**src/rtl/time_keeper.sv**
```systemverilog
// time_keeper: live calendar/time counters advanced once per second from a
// clk-derived prescaler, with a one-cycle load path from the setting controller.
// Optional feature: define LOAD_CLAMP_EN to clamp loaded values into their legal
// ranges; without it loaded values are held as-is and wrap at the next advance.
module time_keeper #(
   parameter int TICK_DIV = 100000000,
   parameter int PRESC_W  = 27
) (
   input  logic       clk,
   input  logic       rst,
   input  logic       set_done,
   input  logic [5:0] in_sec,
   input  logic [5:0] in_min,
   input  logic [4:0] in_hour,
   input  logic [4:0] in_day,
   input  logic [3:0] in_month,
   output logic [5:0] cur_sec,
   output logic [5:0] cur_min,
   output logic [4:0] cur_hour,
   output logic [4:0] cur_day,
   output logic [3:0] cur_month,
   output logic       sec_tick,
   output logic       day_roll,
   output logic       load_ack
);

   localparam logic [PRESC_W-1:0] PRESC_LAST = PRESC_W'(TICK_DIV - 1);

   // Days in a month; anything outside 1..12 is treated like February.
   function automatic logic [4:0] days_in_month(input logic [3:0] month);
      logic [4:0] dim;
      case (month)
         4'd1, 4'd3, 4'd5, 4'd7, 4'd8, 4'd10, 4'd12: dim = 5'd31;
         4'd4, 4'd6, 4'd9, 4'd11:                    dim = 5'd30;
         default:                                    dim = 5'd28;
      endcase
      return dim;
   endfunction

`ifdef LOAD_CLAMP_EN
   function automatic logic [5:0] clamp_59(input logic [5:0] v);
      return (v > 6'd59) ? 6'd59 : v;
   endfunction

   function automatic logic [4:0] clamp_hour(input logic [4:0] v);
      return (v > 5'd23) ? 5'd23 : v;
   endfunction

   function automatic logic [3:0] clamp_month(input logic [3:0] v);
      logic [3:0] r;
      if (v == 4'd0)       r = 4'd1;
      else if (v > 4'd12)  r = 4'd12;
      else                 r = v;
      return r;
   endfunction

   // Day limit depends on the already-clamped month.
   function automatic logic [4:0] clamp_day(input logic [4:0] v, input logic [3:0] month);
      logic [4:0] dim;
      logic [4:0] r;
      dim = days_in_month(month);
      if (v == 5'd0)      r = 5'd1;
      else if (v > dim)   r = dim;
      else                r = v;
      return r;
   endfunction
`endif

   logic [5:0] ld_sec, ld_min;
   logic [4:0] ld_hour, ld_day;
   logic [3:0] ld_month;

`ifdef LOAD_CLAMP_EN
   assign ld_sec   = clamp_59(in_sec);
   assign ld_min   = clamp_59(in_min);
   assign ld_hour  = clamp_hour(in_hour);
   assign ld_month = clamp_month(in_month);
   assign ld_day   = clamp_day(in_day, ld_month);
`else
   assign ld_sec   = in_sec;
   assign ld_min   = in_min;
   assign ld_hour  = in_hour;
   assign ld_month = in_month;
   assign ld_day   = in_day;
`endif

   logic [PRESC_W-1:0] presc_q, presc_d;
   logic [5:0]         sec_q, sec_d;
   logic [5:0]         min_q, min_d;
   logic [4:0]         hour_q, hour_d;
   logic [4:0]         day_q, day_d;
   logic [3:0]         month_q, month_d;
   logic               sec_tick_q, sec_tick_d;
   logic               day_roll_q, day_roll_d;
   logic               load_ack_q, load_ack_d;

   // Next-state: a load wins over an advance; otherwise run the prescaler and carry chain.
   always_comb begin
      presc_d    = presc_q;
      sec_d      = sec_q;
      min_d      = min_q;
      hour_d     = hour_q;
      day_d      = day_q;
      month_d    = month_q;
      sec_tick_d = 1'b0;
      day_roll_d = 1'b0;
      load_ack_d = 1'b0;

      if (set_done) begin
         presc_d    = '0;
         sec_d      = ld_sec;
         min_d      = ld_min;
         hour_d     = ld_hour;
         day_d      = ld_day;
         month_d    = ld_month;
         load_ack_d = 1'b1;
      end else if (presc_q == PRESC_LAST) begin
         presc_d    = '0;
         sec_tick_d = 1'b1;
         // >= comparisons let out-of-range loaded fields wrap to their minimum.
         if (sec_q >= 6'd59) begin
            sec_d = 6'd0;
            if (min_q >= 6'd59) begin
               min_d = 6'd0;
               if (hour_q >= 5'd23) begin
                  hour_d     = 5'd0;
                  day_roll_d = 1'b1;
                  if (day_q >= days_in_month(month_q)) begin
                     day_d   = 5'd1;
                     month_d = (month_q >= 4'd12) ? 4'd1 : month_q + 4'd1;
                  end else begin
                     day_d = day_q + 5'd1;
                  end
               end else begin
                  hour_d = hour_q + 5'd1;
               end
            end else begin
               min_d = min_q + 6'd1;
            end
         end else begin
            sec_d = sec_q + 6'd1;
         end
      end else begin
         presc_d = presc_q + PRESC_W'(1);
      end
   end

   // State registers; asynchronous reset returns to 01-01 00:00:00.
   always_ff @(posedge clk or negedge rst) begin
      if (!rst) begin
         presc_q    <= '0;
         sec_q      <= 6'd0;
         min_q      <= 6'd0;
         hour_q     <= 5'd0;
         day_q      <= 5'd1;
         month_q    <= 4'd1;
         sec_tick_q <= 1'b0;
         day_roll_q <= 1'b0;
         load_ack_q <= 1'b0;
      end else begin
         presc_q    <= presc_d;
         sec_q      <= sec_d;
         min_q      <= min_d;
         hour_q     <= hour_d;
         day_q      <= day_d;
         month_q    <= month_d;
         sec_tick_q <= sec_tick_d;
         day_roll_q <= day_roll_d;
         load_ack_q <= load_ack_d;
      end
   end

   assign cur_sec   = sec_q;
   assign cur_min   = min_q;
   assign cur_hour  = hour_q;
   assign cur_day   = day_q;
   assign cur_month = month_q;
   assign sec_tick  = sec_tick_q;
   assign day_roll  = day_roll_q;
   assign load_ack  = load_ack_q;

endmodule

```
**config.mk**
```make
export PLATFORM = sky130hd
export DESIGN_NAME = time_keeper
export DESIGN_NICKNAME = d
export VERILOG_FILES = /design/src/rtl/time_keeper.sv
export SDC_FILE = /design/constraint.sdc
export NUM_CORES = 1
export LEC_CHECK = 0
export CORE_MARGIN = 8
export CORE_UTILIZATION = 55
export CTS_BUF_LIST = sky130_fd_sc_hd__clkbuf_2
export DETAILED_ROUTE_END_ITERATION = 6
export MAX_ROUTING_LAYER = met4
export PLACE_DENSITY_LB_ADDON = 0.08
export SLEW_MARGIN = 25
export SYNTH_ARGS = -nofsm -noshare
export SYNTH_HDL_FRONTEND = slang
export SYNTH_SLANG_ARGS = --single-unit
```
**constraint.sdc**
```tcl
create_clock -name clk -period 3.2 [get_ports clk]
set_input_delay 0.32 -clock clk [delete_from_list [all_inputs] [get_ports clk]]
set_output_delay 0.32 -clock clk [all_outputs]
set_load 0.05 [all_outputs]
```
# == After elaboration in Yosys (flattened, before gate mapping) ==
# Memory sizes are Yosys's and may differ from the RTL's.
# Index checks and enable logic that the tools add are counted.
# totals
output_inout_bits,29
regBits,56
romBits,32
n_memories,1
inputBits,29
latchBits,0
ram_bits,0
# op_classes
eq_ne,1
magnitude_cmp,5
div_mod_pow,0
n_mux,40
shift,0
reduce_logical,9
add_sub_neg,6
mul,0
bitwise,0
# mem_list
memory,depth,word_bits,rd,rd_clocked_by_memory_dff,write_ports,line_no,rtl
(no name shown),16,2,1,0,0,32,case (month)
# op_table
operator,count
5-bit 2-to-1 mux,16
27-bit 2-to-1 mux,2
6-bit 2-to-1 mux,7
4-bit 2-to-1 mux,7
27-bit by 1-bit adder with 27-bit output (second input constant),1
27-bit == test (second input constant),1
6-bit by 1-bit adder with 6-bit output (second input constant),2
6-bit greater-or-equal comparator (second input constant),2
5-bit by 1-bit adder with 5-bit output (second input constant),2
2-bit nonzero test,5
1-bit 2-to-1 mux,8
5-bit greater-or-equal comparator,1
5-bit greater-or-equal comparator (second input constant),1
5-bit AND reduction,1
4-bit by 1-bit adder with 4-bit output (second input constant),1
4-bit greater-or-equal comparator (second input constant),1
4-bit AND reduction,1
3-bit AND reduction,1
2-bit AND reduction,1

# == Logic depth before layout (Yosys ltp) ==
# logic_depth
ltp_word,13
ltp_mapped,13
ltp_nobuf,12

# == Least setup slack after synthesis ==
# Ideal clock, no wire load.
# synth_path
kind,register to register
start,"register month_q[0], in the netlist cur_month[0]"
end,"register month_q[1], in the netlist cur_month[1]"
stages_incl_launch_ff,14
t_required_ps,3079
synth_period_minus_slack_ps,2725
n_path_buf,1
setup_time_ps,121
t_arrival_ps,2604
slack_ps,475
cell_sequence,dfstp_2 -> inv_1 -> ha_1 -> nand2_1 -> o21ai_0 -> nand2_1 -> o21ai_0 -> ha_1 -> nand2b_1 -> a21o_1 -> and2_1 -> buf_2 -> a41o_1 -> o22a_1
# synth_via
elab_chain_len,9
elab_cells_between_ends,18
classes_between,add/sub (1); order compare (2); mux (12); reduce/logical (2); memory (1)
# synth_lines
item,line_no,rtl
from (decl),92,"logic [3:0] month_q, month_d;"
from (signal assigned),166,month_q <= month_d;
memory read 16 x 2 bit,-,
5-bit 2-to-1 mux,125,if (hour_q >= 5'd23) begin
5-bit 2-to-1 mux,123,if (min_q >= 6'd59) begin
5-bit 2-to-1 mux,121,if (sec_q >= 6'd59) begin
5-bit 2-to-1 mux,117,end else if (presc_q == PRESC_LAST) begin
5-bit 2-to-1 mux,109,if (set_done) begin
5-bit greater-or-equal comparator,128,if (day_q >= days_in_month(month_q)) begin
2-bit nonzero test (no source line),-,
5-bit AND reduction (no source line),-,
# Several ways; a longest one is shown, not always the timed one. The select of a mux whose other input is x is not followed.
# A chain may end at the register's enable or synchronous reset.

# == Worst setup path in the final report ==
# layout_path
start,"register month_q[0], in the netlist cur_month[0]"
end,"register month_q[3], in the netlist cur_month[3]"
# Same word-level chain as after synthesis.

==> results.sh <==
export IMPL_peakVddDrop_uv=204
export IMPL_finalCriticalPeriod_ps=2610
export IMPL_holdWs_ps=352
export IMPL_p_total_mw=1.45
export IMPL_worst_pin_slew_ps=722
export IMPL_max_freq_ghz=0.383
export IMPL_grt_max_degree=57
export IMPL_ff_latch_area_mm2=0.00140
export IMPL_multi_input_area_mm2=0.00176
export IMPL_syn_num_nets=390
export IMPL_seq_area_frac_synth_pct=42.7
export IMPL_area_growth_pct=20.8
export IMPL_crit_chain="inv_1 > ha_1 > nand2_1 > o21ai_0 > nand2_1 > o21ai_0 > ha_1 > nand2b_1 > a21o_1 > and2_1 > a311o_1 > nand3_1"
export IMPL_hpwl_mm=5.52
export IMPL_fillCellCount=489
export IMPL_vias=2802
export IMPL_drc_errors=0
export IMPL_hold_path_class="in2reg"
export IMPL_fin_crit_sh_pct=81.6
export IMPL_intPower_mw=0.949
export IMPL_start_util_pct=56.2
export IMPL_wl_per_cell_um=15.9
export IMPL_worstPathMaxFanout=9
export IMPL_drt_iter0_markers=156
export IMPL_place_ws_ps=634
export IMPL_cts_tree="built"
export IMPL_port_buffer_count=57
export IMPL_synth_top_area_cell="dfrtp_1"
export IMPL_ys_ff_latch=56
export IMPL_layout_cells_non_filler=483
export IMPL_path_clk_slew_ps=280
export IMPL_nNetsFinal=446
export IMPL_netlist_top_cells_area="dfrtp_1 (41%), nor2_1 (5.6%), xnor2_1 (4.0%)"
export IMPL_maxCapViolations=0
export IMPL_clk_latency_ps=450
export IMPL_ios=58
export IMPL_placed_cell_area_mm2=0.00392
export IMPL_gr_total_overflow=0
export IMPL_post_route_util_pct=67.9
export IMPL_gp_congestion=0.840
export IMPL_postSynthCellCount=351
export IMPL_grt_use_total_pct=18.6
export IMPL_critPathArrivalTime_ps=3030
export IMPL_postSynth_asyncResetShare_pct=100
export IMPL_cts_root_buffer="clkbuf_2"
export IMPL_die_h_um=93.3
export IMPL_synth_area_per_cell_um2=9.37
export IMPL_ant_nets=0
export IMPL_powerDensity_mw_per_mm2=366
export IMPL_ys_flop_type="dfrtp_1"
export IMPL_p_sw_share_pct=34.7
export IMPL_outcome="complete, no violations"
export IMPL_rows=28
export IMPL_htreeDepth=2
export IMPL_die_area_mm2=0.00871
export IMPL_comb_power_share_pct=26.3
export IMPL_cts_sinks=56
export IMPL_synth_top_area_share_pct=41.1
export IMPL_syn_area_mm2=0.00329
export IMPL_antenna_found_initial=0
export IMPL_clock_skew_ps=19.2
export IMPL_seq_power_share_pct=54.5
export IMPL_hold_viol=0
export IMPL_crit_path_start_kind="register"
export IMPL_fin_ws_ps=589
export IMPL_viasPerCell=5.80
export IMPL_num_antenna_cells=0
export IMPL_drv_slew=0
export IMPL_finish_instance_area_mm2=0.00397
export IMPL_crit_type="reg2reg"
export IMPL_critPathMaxStageDelay_ps=650
export IMPL_setup_viol=0
export IMPL_slew_headroom_pct=51.9
export IMPL_yosysWarnings=0
export IMPL_crit_required_ps=3610
export IMPL_p_clk_share_pct=19.3
export IMPL_synth_distinct_cells=59
export IMPL_switching_power_mw=0.505
export IMPL_grt_pass1_vias=2658
export IMPL_core_mm2=0.00585
export IMPL_routed_wl_mm=7.70
export IMPL_grt_pass1_wl_mm=12.9
export IMPL_synth_edff_count=0
export IMPL_critPathSlowestCell="dfstp_2"
export IMPL_die_width_um=93.3
export IMPL_cts_buffers=5
export IMPL_p_leak_nw=1.66
export IMPL_drive_gt1_share_pct=7.35
export IMPL_fin_setup_tns_ps=0
export IMPL_cts_max_path_buffers=2
export IMPL_dp_cells=474
export IMPL_rsz0062_at_grt="no"
export IMPL_first_pass_iters=4
export IMPL_cp_end_kind="register"
[layout by cell type (no fill, tap or decap), drive strengths merged, types with 8 or more instances in the layout]
master	n
nand4	8
clkdlybuf4s50	56
buf	8
dfrtp	54
nand2	32
nor3	11
a21oi	9
o21ai	15
nand3	17
nor2	50
xor2	10
ha	10
inv	14
xnor2	15
nor4	8
[synth_stat cells, types with 4 or more instances]
cell type,number
dfrtp_1,54
nor2_1,49
nand2_1,32
nand3_1,17
xnor2_1,15
inv_1,13
nor3_1,11
clkbuf_1,10
ha_1,10
o21ai_0,10
xor2_1,10
a21oi_1,9
nand4_1,6
nor4_1,6
a31oi_1,5
mux2i_1,5
o21ai_1,5
and2_1,4
buf_2,4
o22a_1,4
o41ai_1,4
[timing repair]
item                       CTS  global route
resized for setup            0             0
buffers inserted             0             0
hold endpoints to repair    44             0
hold buffers                 1             0
setup endpoints to repair    0             0
[worst paths after layout]
path                                          start                       end  slack [ps]  cells after the start
max reg2reg                cur_month[0]$_DFFE_PN1P_  cur_month[3]$_DFFE_PN0P_         590                     12
min in group asynchronous                       rst     presc_q[21]$_DFF_PN0_         500                      3
max in group asynchronous                       rst        day_roll$_DFF_PN0_        2230                      3
min                                     in_month[0]  cur_month[0]$_DFFE_PN1P_         350                      3
max                        cur_month[0]$_DFFE_PN1P_  cur_month[3]$_DFFE_PN0P_         590                     12
min reg2reg                    presc_q[0]$_DFF_PN0_      presc_q[0]$_DFF_PN0_         510                      1
[cell families (layout without fill, tap and decap cells)]
kind of cell    after synthesis  in the layout  synth area share [%]
mux                           5              5                  1.52
fa+ha+maj                    10             10                  3.80
compound gates               69             69                  15.4
buf+inv                      29             86                  3.92
flops                        56             56                  42.7
simple gates                157            157                  26.0
xor+xnor                     25             25                  6.66
[power groups by stage]
stage / Combinational [mW] / Clock, mW / Sequential, mW
CTS: 0.386 / 0.298 / 0.791
global route: 0.412 / 0.334 / 0.799
finish: 0.382 / 0.280 / 0.792
global placement: 0.377 / 0 / 0.801
detailed placement: 0.383 / 0 / 0.802
floorplan: 0.132 / 0 / 0.900
[flip-flops by register name, indices dropped and copies added, names as in the netlist]
name,count
presc_q,27
load_ack,1
cur_month,4
day_roll,1
cur_day,5
cur_min,6
sec_tick,1
cur_sec,6
cur_hour,5
[critical path, delay by kind of cell, from the launching register on]
kind / cells / cell delay (ps)
AO/OA/AOI/OAI: 4 / 760
adder cells (fa/ha/maj): 2 / 490
buffers and inverters: 1 / 110
flip-flops: 1 / 650
AND/OR/NAND/NOR: 5 / 580
[area by class of cell]
cell class | count | share of cell area, %
clock buffers | 5 | 0.630
well taps | 75 | 2.36
multi-input cells | 266 | 44.2
flip-flops and latches | 56 | 35.3
inverters | 13 | 1.23
repair buffers | 65 | 15.8
clock inverters | 3 | 0.441
[layer usage]
metal | wire length (um) | vias to the layer above | share of wire [%] | track usage, %
met4 | 61 | 0 | 0.79 | 4.56
met5 | 0 | - | 0 | -
met3 | 337 | 5 | 4.4 | 3.69
met1 | 3670 | 1358 | 48 | 24.4
met2 | 3630 | 62 | 47 | 28.7
li1 | - | 1377 | - | -
No activity file was read; power rests on OpenSTA's default activity.
==> RTL edit (config.mk and constraints unchanged) <==
The parameter `PRESC_W` goes from 27 to 19.
--- a/src/rtl/time_keeper.sv
+++ b/src/rtl/time_keeper.sv
@@ -6,3 +6,3 @@
    parameter int TICK_DIV = 100000000,
-   parameter int PRESC_W  = 27
+   parameter int PRESC_W  = 19
 ) (
Check against the original RTL: same outputs for any inputs over 10 cycles, from zero or initial values and one cycle with rst low; that may be too few to reach the edited logic, so the function may still have changed.
==> RTL edit against the original RTL <==
- via count is 10% lower
- wire length fell by 7.9%
- sequential power fell by 12%
- final area decreased by 12%
- sequential share of layout area shrank 0.88 points
- setup slack improved by 77 ps
- clock power increased by 21%
- sequential cell count decreased by 8
- count of clock-buffer cells in the layout unchanged
- combinational power is 1% lower
- core utilization is 2.3 points higher
- power shrank 2.8%
- synthesized area decreased by 15%
- first-iteration DRC count grew 11%
- critical path type unchanged
- highest routed layer unchanged
==> RTL edit: results (changes against the original RTL) <==
| Metric | Value |
|---|---|
| Status | `finished clean` |
| Largest net degree at the start of global routing | `39 (-32%)` |
| Metal-1 WL | `3390 µm (-7.5%)` |
| Mux contribution to synthesized area | `0.007201 (-0.008014)` |
| Netlist cell types | `52 (-12%)` |
| Met3 wire length | `409 µm (+21%)` |
| Leakage | `1.437 nW (-14%)` |
| Vias in the first global route | `2458 (-7.5%)` |
| Reg-to-reg setup timing slack | `670 ps (+80 ps)` |
| Synth top cells by count | `dfrtp_1 (46), nor2_1 (33), nand2_1 (26)` |
| Crit path largest cell delay | `620 ps (-30 ps)` |
| Post-synth net total | `340 (-13%)` |
| Crit Path Max Fanout | `6 (-3)` |
| Clock Pin Slew Worst Setup and Hold Paths | `240 ps (-40 ps)` |
| Layout cell share with drive strength beyond 1 | `0.06128 (-0.01225)` |
| RR Endpoint | `cur_day[2]` |
| Via density per instance | `5.862 (+1.1%)` |
| Max reg flops | `19 (-30%)` |
| Peak supply drop | `0.0002553 V (+25%)` |
| Sequential area share after synthesis | `0.4329 (+0.006165)` |
| Final #Nets | `397 (-11%)` |
| WL met2 | `3198 µm (-12%)` |
| DR iter-0 viols | `173 (+11%)` |
| Synth Area in Compound Gates | `0.1881 (+0.03369)` |
| Routed Wire Length | `7086 µm (-7.9%)` |
| Post-Synth XOR/XNOR Area | `0.05356 (-0.01301)` |
| Pre-antenna DRT Iters | `5 (+1)` |
| Clock Skews | `25.77 ps (+6.568 ps)` |
| Hpwl dp | `5085 µm (-7.8%)` |
| CP top delay family | `compound AO/OA/AOI/OAI gates` |
| GPL Wtd Cong | `0.9222 (+9.8%)` |
| First-pass GRT wire length | `11920 µm (-7.3%)` |
| Worst Max-Slew Pin Slew | `722.2 ps (+0.6590 ps)` |
| Dominant cells by area after synthesis | `dfrtp_1 (41%), ha_1 (4.5%), nor2_1 (4.5%)` |
| Arr. time, crit path | `2890 ps (-140 ps)` |
| Adder-Cell Fraction of Synth Area | `0.04500 (+0.006967)` |
| Overall routing resource usage | `0.1998 (+0.01403)` |
| Diode count | `0 (unchanged)` |
[RTL edit: cells by family after synthesis]
| logic type | count (synthesis) |
|---|---|
| AND/OR/NAND/NOR | 124 |
| AO/OA/AOI/OAI | 77 |
| flip-flops | 48 |
| buffers and inverters | 23 |
| XOR/XNOR | 17 |
| adder cells (fa/ha/maj) | 10 |
| multiplexers | 2 |
[RTL edit: worst min path at each step]
stage / start / end / slack, ps
2_1_floorplan: rst / cur_day[1] / 20
3_3_place_gp: rst / presc_q[11] / 420
6_report: in_day[0] / cur_day[0] / 370
3_5_place_dp: rst / presc_q[11] / 430
4_1_cts: in_day[0] / cur_day[0] / 360
5_1_grt: in_day[0] / cur_day[0] / 360
[RTL edit: power by group]
| part | leakage [nW] | switching, mW | internal (mW) |
|---|---|---|---|
| sequential | 0.598 | 0.0533 | 0.643 |
| clock | 0.0431 | 0.205 | 0.135 |
| combinational | 0.796 | 0.230 | 0.148 |
| total | 1.44 | 0.488 | 0.926 |
[RTL edit: layout make-up]
cell class                      count  area, µm²
Multi-Input combinational cell    230       1484
Fill cell                         405       1483
Sequential cell                    48       1204
Timing Repair Buffer               62      605.6
Tap cell                           70      87.58
Clock inverter                      3      47.55
Inverter                           11      41.29
Clock buffer                        5      25.02
[RTL edit: tightest hold or removal path, delay by kind of cell]
family	cells	cell delay (ps)
AOI/OAI and AO/OA	1	60
buffers and inverters	1	390
and+or+nand+nor	1	60
[RTL edit: metrics by stage]
stage	util	cells	instance area (µm²)	setup WS (ps)	total power [mW]
4_1_cts	0.7021	429	3495	682.4	1.423
5_1_grt	0.7021	429	3495	463.8	1.483
2_1_floorplan	-	301	2780	520.4	0.9301
3_3_place_gp	0.6855	420	3412	798.2	1.074
3_5_place_dp	0.6855	420	3412	727.6	1.080
6_report	0.7021	429	3495	666.2	1.414
[RTL edit: what timing repair did]
item | in CTS | in global routing
endpoints found under the hold margin | 30 | 0
hold buffers | 1 | 0
gates resized for setup | 0 | 0
setup endpoints to repair | 0 | 0
buffers inserted | 0 | 0
[RTL edit: per-layer routing]
layer / vias up / GRT usage
li1: 1230 / -
met1: 1194 / 0.2599
met2: 81 / 0.3019
met3: 10 / 0.04906
met4: 0 / 0.05625
met5: - / -
